--- src/rtl/keypad_scanner_if.sv ---
// Keypad scanner signal bundle: timebase tick, matrix rows/columns and the
// decoded key outputs. The scanner is the slave; board/consumer logic is the master.
interface keypad_scanner_if;
  logic       ce1ms;
  logic [3:0] row_n;
  logic [3:0] col_n;
  logic [3:0] key;
  logic       key_valid;
  logic       key_down;

  modport master (
    output ce1ms,
    output row_n,
    input  col_n,
    input  key,
    input  key_valid,
    input  key_down
  );

  modport slave (
    input  ce1ms,
    input  row_n,
    output col_n,
    output key,
    output key_valid,
    output key_down
  );
endinterface

--- src/rtl/keypad_scanner.sv ---
// 4x4 matrix keypad scanner with ce1ms-based press/release debounce.
// Optional auto-repeat of key_valid while held: define KEYPAD_SCAN_REPEAT_EN.
//
// state       | meaning
// SCAN        | drive one column, sample rows on its last settle cycle
// DEB_PRESS   | latched row must stay low for DEBOUNCE_MS ticks
// PRESSED     | key accepted, watching the latched row for release
// DEB_RELEASE | latched row must stay high for DEBOUNCE_MS ticks
module keypad_scanner #(
  parameter int SETTLE_CYCLES   = 4,
  parameter int DEBOUNCE_MS     = 20,
  parameter int REPEAT_DELAY_MS = 500,
  parameter int REPEAT_RATE_MS  = 100
) (
  input  logic              clk_i,
  input  logic              rst_i,
  keypad_scanner_if.slave   kp
);

  localparam int MS_MAX_A = (DEBOUNCE_MS > REPEAT_DELAY_MS) ? DEBOUNCE_MS : REPEAT_DELAY_MS;
  localparam int MS_MAX   = (MS_MAX_A > REPEAT_RATE_MS) ? MS_MAX_A : REPEAT_RATE_MS;
  localparam int CNT_W    = $clog2(MS_MAX + 1);
  localparam int SET_W    = $clog2(SETTLE_CYCLES);

  typedef enum logic [1:0] {
    SCAN        = 2'd0,
    DEB_PRESS   = 2'd1,
    PRESSED     = 2'd2,
    DEB_RELEASE = 2'd3
  } state_e;

  state_e           state_q;
  logic [3:0]       row_s1_q;
  logic [3:0]       row_s2_q;
  logic [1:0]       col_q;
  logic [1:0]       row_sel_q;
  logic [SET_W-1:0] settle_q;
  logic [CNT_W-1:0] ms_q;
  logic [3:0]       col_n_q;
  logic [3:0]       key_q;
  logic             key_valid_q;
  logic             key_down_q;

  logic [1:0]       col_d;
  logic [1:0]       low_row;
  logic             any_low;
  logic             row_high;

`ifdef KEYPAD_SCAN_REPEAT_EN
  logic [CNT_W-1:0] rep_q;
  logic             rep_first_q;
  logic [CNT_W-1:0] rep_target;

  assign rep_target = rep_first_q ? CNT_W'(REPEAT_DELAY_MS - 1) : CNT_W'(REPEAT_RATE_MS - 1);
`endif

  assign col_d    = col_q + 2'd1;
  assign any_low  = ~&row_s2_q;
  assign row_high = row_s2_q[row_sel_q];

  // Lowest-numbered low row wins when several keys share the column.
  always_comb begin
    low_row = 2'd0;
    for (int i = 3; i >= 0; i--) begin
      if (!row_s2_q[i]) low_row = 2'(i);
    end
  end

  always_ff @(posedge clk_i) begin
    if (rst_i) begin
      state_q     <= SCAN;
      row_s1_q    <= 4'hF;
      row_s2_q    <= 4'hF;
      col_q       <= 2'd0;
      row_sel_q   <= 2'd0;
      settle_q    <= '0;
      ms_q        <= '0;
      col_n_q     <= 4'b1110;
      key_q       <= 4'd0;
      key_valid_q <= 1'b0;
      key_down_q  <= 1'b0;
`ifdef KEYPAD_SCAN_REPEAT_EN
      rep_q       <= '0;
      rep_first_q <= 1'b1;
`endif
    end else begin
      row_s1_q    <= kp.row_n;
      row_s2_q    <= row_s1_q;
      key_valid_q <= 1'b0;

      case (state_q)
        SCAN: begin
          if (settle_q == SET_W'(SETTLE_CYCLES - 1)) begin
            settle_q <= '0;
            if (any_low) begin
              row_sel_q <= low_row;
              ms_q      <= '0;
              state_q   <= DEB_PRESS;
            end else begin
              col_q   <= col_d;
              col_n_q <= ~(4'b0001 << col_d);
            end
          end else begin
            settle_q <= settle_q + SET_W'(1);
          end
        end

        // A row change beats a coincident tick: it is checked first.
        DEB_PRESS: begin
          if (row_high) begin
            ms_q    <= '0;
            col_q   <= col_d;
            col_n_q <= ~(4'b0001 << col_d);
            state_q <= SCAN;
          end else if (kp.ce1ms) begin
            if (ms_q == CNT_W'(DEBOUNCE_MS - 1)) begin
              ms_q        <= '0;
              key_q       <= {row_sel_q, col_q};
              key_valid_q <= 1'b1;
              key_down_q  <= 1'b1;
              state_q     <= PRESSED;
`ifdef KEYPAD_SCAN_REPEAT_EN
              rep_q       <= '0;
              rep_first_q <= 1'b1;
`endif
            end else begin
              ms_q <= ms_q + CNT_W'(1);
            end
          end
        end

        PRESSED: begin
          if (row_high) begin
            ms_q    <= '0;
            state_q <= DEB_RELEASE;
`ifdef KEYPAD_SCAN_REPEAT_EN
            rep_q   <= '0;
          end else if (kp.ce1ms) begin
            if (rep_q == rep_target) begin
              rep_q       <= '0;
              rep_first_q <= 1'b0;
              key_valid_q <= 1'b1;
            end else begin
              rep_q <= rep_q + CNT_W'(1);
            end
`endif
          end
        end

        DEB_RELEASE: begin
          if (!row_high) begin
            ms_q    <= '0;
            state_q <= PRESSED;
          end else if (kp.ce1ms) begin
            if (ms_q == CNT_W'(DEBOUNCE_MS - 1)) begin
              ms_q       <= '0;
              key_down_q <= 1'b0;
              col_q      <= col_d;
              col_n_q    <= ~(4'b0001 << col_d);
              state_q    <= SCAN;
            end else begin
              ms_q <= ms_q + CNT_W'(1);
            end
          end
        end

        default: state_q <= SCAN;
      endcase
    end
  end

  assign kp.col_n     = col_n_q;
  assign kp.key       = key_q;
  assign kp.key_valid = key_valid_q;
  assign kp.key_down  = key_down_q;

endmodule

--- src/flat_wrapper.sv ---
// flat-port wrapper written by rule: the top's interface ports become plain ports
module keypad_scanner_flat 
#(
  parameter int SETTLE_CYCLES   = 4,
  parameter int DEBOUNCE_MS     = 20,
  parameter int REPEAT_DELAY_MS = 500,
  parameter int REPEAT_RATE_MS  = 100
)
  (clk_i, rst_i, kp_ce1ms, kp_row_n, kp_col_n, kp_key, kp_key_valid, kp_key_down);
  keypad_scanner_if kp_i ();
  input  logic clk_i;
  input  logic rst_i;
  input wire logic [$bits(kp_i.ce1ms)-1:0] kp_ce1ms;
  input wire logic [$bits(kp_i.row_n)-1:0] kp_row_n;
  output wire logic [$bits(kp_i.col_n)-1:0] kp_col_n;
  output wire logic [$bits(kp_i.key)-1:0] kp_key;
  output wire logic [$bits(kp_i.key_valid)-1:0] kp_key_valid;
  output wire logic [$bits(kp_i.key_down)-1:0] kp_key_down;
  assign kp_i.ce1ms = kp_ce1ms;
  assign kp_i.row_n = kp_row_n;
  assign kp_col_n = kp_i.col_n;
  assign kp_key = kp_i.key;
  assign kp_key_valid = kp_i.key_valid;
  assign kp_key_down = kp_i.key_down;
  keypad_scanner #(.SETTLE_CYCLES(SETTLE_CYCLES), .DEBOUNCE_MS(DEBOUNCE_MS), .REPEAT_DELAY_MS(REPEAT_DELAY_MS), .REPEAT_RATE_MS(REPEAT_RATE_MS)) u_core (.clk_i(clk_i), .rst_i(rst_i), .kp(kp_i));
endmodule
--- config.mk ---
export PLATFORM = sky130hd
export DESIGN_NAME = keypad_scanner_flat
export DESIGN_NICKNAME = d
export VERILOG_FILES = /design/src/rtl/keypad_scanner_if.sv /design/src/rtl/keypad_scanner.sv /design/src/flat_wrapper.sv
export SDC_FILE = /design/constraint.sdc
export NUM_CORES = 1
export LEC_CHECK = 0
export BUFFER_PORTS_ARGS = -buffer_cell sky130_fd_sc_hd__buf_4
export CORE_MARGIN = 2
export CORE_UTILIZATION = 45
export CTS_BUF_LIST = sky130_fd_sc_hd__clkbuf_4 sky130_fd_sc_hd__clkbuf_8 sky130_fd_sc_hd__clkbuf_16
export DETAILED_ROUTE_END_ITERATION = 7
export GPL_TIMING_DRIVEN = 0
export SLEW_MARGIN = 20
export SYNTH_ARGS = -nofsm -noshare
export SYNTH_HDL_FRONTEND = slang
export SYNTH_SLANG_ARGS = --single-unit
export TNS_END_PERCENT = 5
--- constraint.sdc ---
create_clock -name clk_i -period 4 [get_ports clk_i]
set_input_delay 0.4 -clock clk_i [delete_from_list [all_inputs] [get_ports clk_i]]
set_output_delay 0.4 -clock clk_i [all_outputs]
set_load 0.01 [all_outputs]
==> impl_metrics.csv <==
group,metric,value,unit
run_status,status,"finished, final reports clean",
sta,finClkSkew,4.01,ps
clock_network,clock_latency,290,ps
finish,layout_common_cells,"35 x dfxtp_1, 15 x buf_4, 12 x a21oi_1",
setup_path,crit_type,"flop to flop",
clock_network,clk_pin_slew,70,ps
die,die_area,0.00425,sq mm
setup_path,worstPathMaxFanout,6,
synth,synth_top_family_by_area,"simple AND/OR/NAND/NOR gates",
global_routing,antenna_found_initial,0,
clock_network,postCtsSetupRepairBufs,0,
global_routing,grt.overflow.total,0,
global_routing,gr-usage-all-layers,17.5,%
job,drv_cap,0,
finish,nets,215,
setup_path,worstPathCellList,"ha_1 > nor4b_2 > a41oi_1 > a21oi_4 > mux2_1",
sta,finalSetupViolations,0,
synth,muxShareOfSynthArea,5.06,%
power_and_ir_drop,power,686,uW
setup_path,max_stage_delay,500,ps
synth,synth_nets,193,
power_and_ir_drop,peakVddDrop,0.245,mV
drt,drt_drc_violations_left,0,
die,die_w,65.2,microns
drt,drt_pass1_iterations,4,
clock_network,ctsResizeCount,0,
setup_path,critPathRequiredTime,4180,ps
place,port_buffers,15,
clock_network,cts_buffers,5,
hold_path,worstHoldPathType,"primary input to flop",
setup_path,worst_setup_path_end_kind,"flop",
sta,final.setup.worst_slack,1860,ps
die,die_y,65.2,microns
clock_network,cts_hold_buf,0,
die,core_area,0.00363,sq mm
finish,mostFrequentLayoutCell,"dfxtp_1",
finish,nFillCells,369,
synth,synthSimpleGateAreaFrac,24.6,%
drt,ant_nets,0,
drt,wire_per_inst,13.6,microns
die,rows,22,
global_routing,grt_max_degree,14,
sta,fin_crit_sh,53.4,%
hold_path,hp-start,"kp_row_n[0]",
clock_network,cts_tree,"done",
sta,drv_slew,0,
finish,drive_above_1_share,21.2,%
sta,maxSlewHeadroom,62.6,%
finish,syn2layout_area_growth,15.8,%
synth,synth_seq_cells,35,
sta,finalHoldViolCount,0,
sta,tns,0,ps
hold_path,holdPathEnd,"u_core.row_s1_q[0]$_SDFF_PP1_",
synth,ys_warn_count,0,
power_and_ir_drop,power_density,352,mW/mm^2
hold_path,holdPathStages,2,
synth,synth_compound_area_share,17.1,%
clock_network,cts_max_path_buffers,2,
global_routing,first_global_vias,1326,
synth,yosysSeqAreaShare,41.6,%
synth,yosys.area.top_type,"dfxtp_1",
clock_network,clock_sinks,35,
clock_network,cts-root-buf,"clkbuf_8",
finish,antenna_cells,0,
finish,multiInputGateArea,906,sq um
place,gp_congestion,0.832,
drt,routed_wl,3420,microns
sta,timing.fmax,468,MHz
synth,ys_top_cells_by_area,"dfxtp_1 42%, ha_1 4.5%, a21oi_1 3.6%",
setup_path,ff2ff_setup_slack,1860,ps
synth,syn_avg_cell_area,9.35,sq um
drt,drt_iter0_drc,133,
sta,rsz0062_at_grt,"no",
synth,synthXorXnorAreaFrac,2.60,%
setup_path,start_kind,"flop",
drt,vias,1432,
place,dp_hpwl,2520,microns
global_routing,grt_pass1_wl,5740,microns
setup_path,crit_path_top_delay_cell,"nor4b_2",
sta,tightest_slew,559,ps
synth,synth_fa_ha_area_share,4.46,%
die,initial_utilization,46.3,%
drt,via_per_inst,5.71,
synth,syn-cell-area,0.00168,sq mm
place,dpl_worst_slack,1910,ps
setup_path,arrival,2320,ps
power_and_ir_drop,leakagePower,0.000725,uW
clock_network,cts_max_level,2,
die,io_pins,17,
setup_path,r2r_end,"u_core.kp.col_n[0]$_SDFFE_PP0P_",
sta,min_period,2140,ps
synth,synthCells,180,
setup_path,timing.rr.start,"u_core.ms_q[0]$_SDFFE_PP0P_",
setup_path,rr_worst_depth,5,
finish,ff_latch_area,701,sq um
synth,synth_top_area_share,41.6,%
synth,synth_cell_types,44,
## routing by layer
metal	vias to the layer above	share of wire, %	global-route usage, %
met3	4	4.4	5.14
li1	702	-	-
met1	695	46	20.4
met5	-	0	0
met4	0	0.85	3.91
met2	31	49	31.8
## cells in the mapped netlist
cell type,count
nor4b_2,2
nor3_1,2
mux2i_1,4
buf_6,1
o21ai_0,7
or2_2,9
a31oi_1,8
nand2b_1,3
nor2_1,9
o32ai_1,2
a41oi_1,1
a22oi_1,1
and2_1,1
inv_1,9
a221o_1,1
clkbuf_1,6
mux4_2,1
o31a_1,1
xnor2_2,1
a21oi_1,12
and4_1,3
nor2b_1,6
o211ai_1,2
or3b_1,1
nand3_1,6
buf_1,1
nor3b_2,1
o21a_1,1
dfxtp_1,35
mux2_1,2
buf_2,1
nand4_1,7
or3b_2,1
a21oi_4,1
a32o_1,2
and3_1,3
o31ai_1,1
a211oi_1,2
a31o_2,1
or4_1,3
ha_1,6
xnor2_4,1
nand2_1,10
nor4_1,2
## stage by stage
stage	util [%]	hold slack, ps	instances	instance area, sq um
finish	53.6	289	251	1950
global route	53.6	281	251	1950
CTS	53.6	286	251	1950
detailed placement	51.1	395	243	1860
global placement	51.1	393	243	1860
floorplan	-	389	180	1680
## final cells by class
cell class / instances / area share, %
multi-input cells: 127 / 46.5
flip-flops and latches: 35 / 36.0
repair buffers: 15 / 5.78
clock buffers: 5 / 3.53
well taps: 48 / 3.08
plain buffers: 9 / 2.18
inverters: 9 / 1.73
clock inverters: 3 / 1.22
## flip-flops by register name (all words and copies together), names as in the netlist, named ones only
signal and cells:
u_core.ms_q 9, u_core.kp.key_down 1, u_core.kp.col_n 4, u_core.row_sel_q 2, u_core.settle_q 2, u_core.kp.key 4, u_core.kp.key_valid 1, u_core.state_q 1
u_core.col_q 2, u_core.row_s2_q 4, u_core.row_s1_q 4
## power breakdown
group          leakage [uW]  internal [uW]  switching, uW
registers          0.000285            360           8.20
clock network     0.0000408            124            136
logic              0.000399           27.0           31.2
total              0.000725            511            175
## cells by family after synthesis
family,Yosys count
adder cells (fa/ha/maj),6
buffers and inverters,18
XOR/XNOR,2
flip-flops,35
multiplexers,7
AND/OR/NAND/NOR,69
AO/OA/AOI/OAI,43
## worst max-delay path by stage
stage / startpoint / to / slack, ps / depth (start not counted)
global placement: u_core.ms_q[0]$_SDFFE_PP0P_ / u_core.kp.col_n[0]$_SDFFE_PP0P_ / 1930 / 5
finish: u_core.ms_q[0]$_SDFFE_PP0P_ / u_core.kp.col_n[0]$_SDFFE_PP0P_ / 1860 / 5
CTS: u_core.ms_q[0]$_SDFFE_PP0P_ / u_core.kp.col_n[0]$_SDFFE_PP0P_ / 1880 / 5
global route: u_core.ms_q[0]$_SDFFE_PP0P_ / u_core.kp.col_n[0]$_SDFFE_PP0P_ / 1760 / 5
detailed placement: u_core.ms_q[0]$_SDFFE_PP0P_ / u_core.kp.col_n[0]$_SDFFE_PP0P_ / 1910 / 5
floorplan: u_core.row_sel_q[0]$_SDFFE_PP0P_ / u_core.ms_q[5]$_SDFFE_PP0P_ / 2170 / 5
## worst max-delay path: cells and delay by family (launching register included)
kind | cells | cell delay (ps)
AOI/OAI and AO/OA | 2 | 570
adders and majority gates | 1 | 240
DFF | 1 | 370
muxes | 1 | 350
and+or+nand+nor | 1 | 500
No activity file was read; power rests on OpenSTA's default activity.
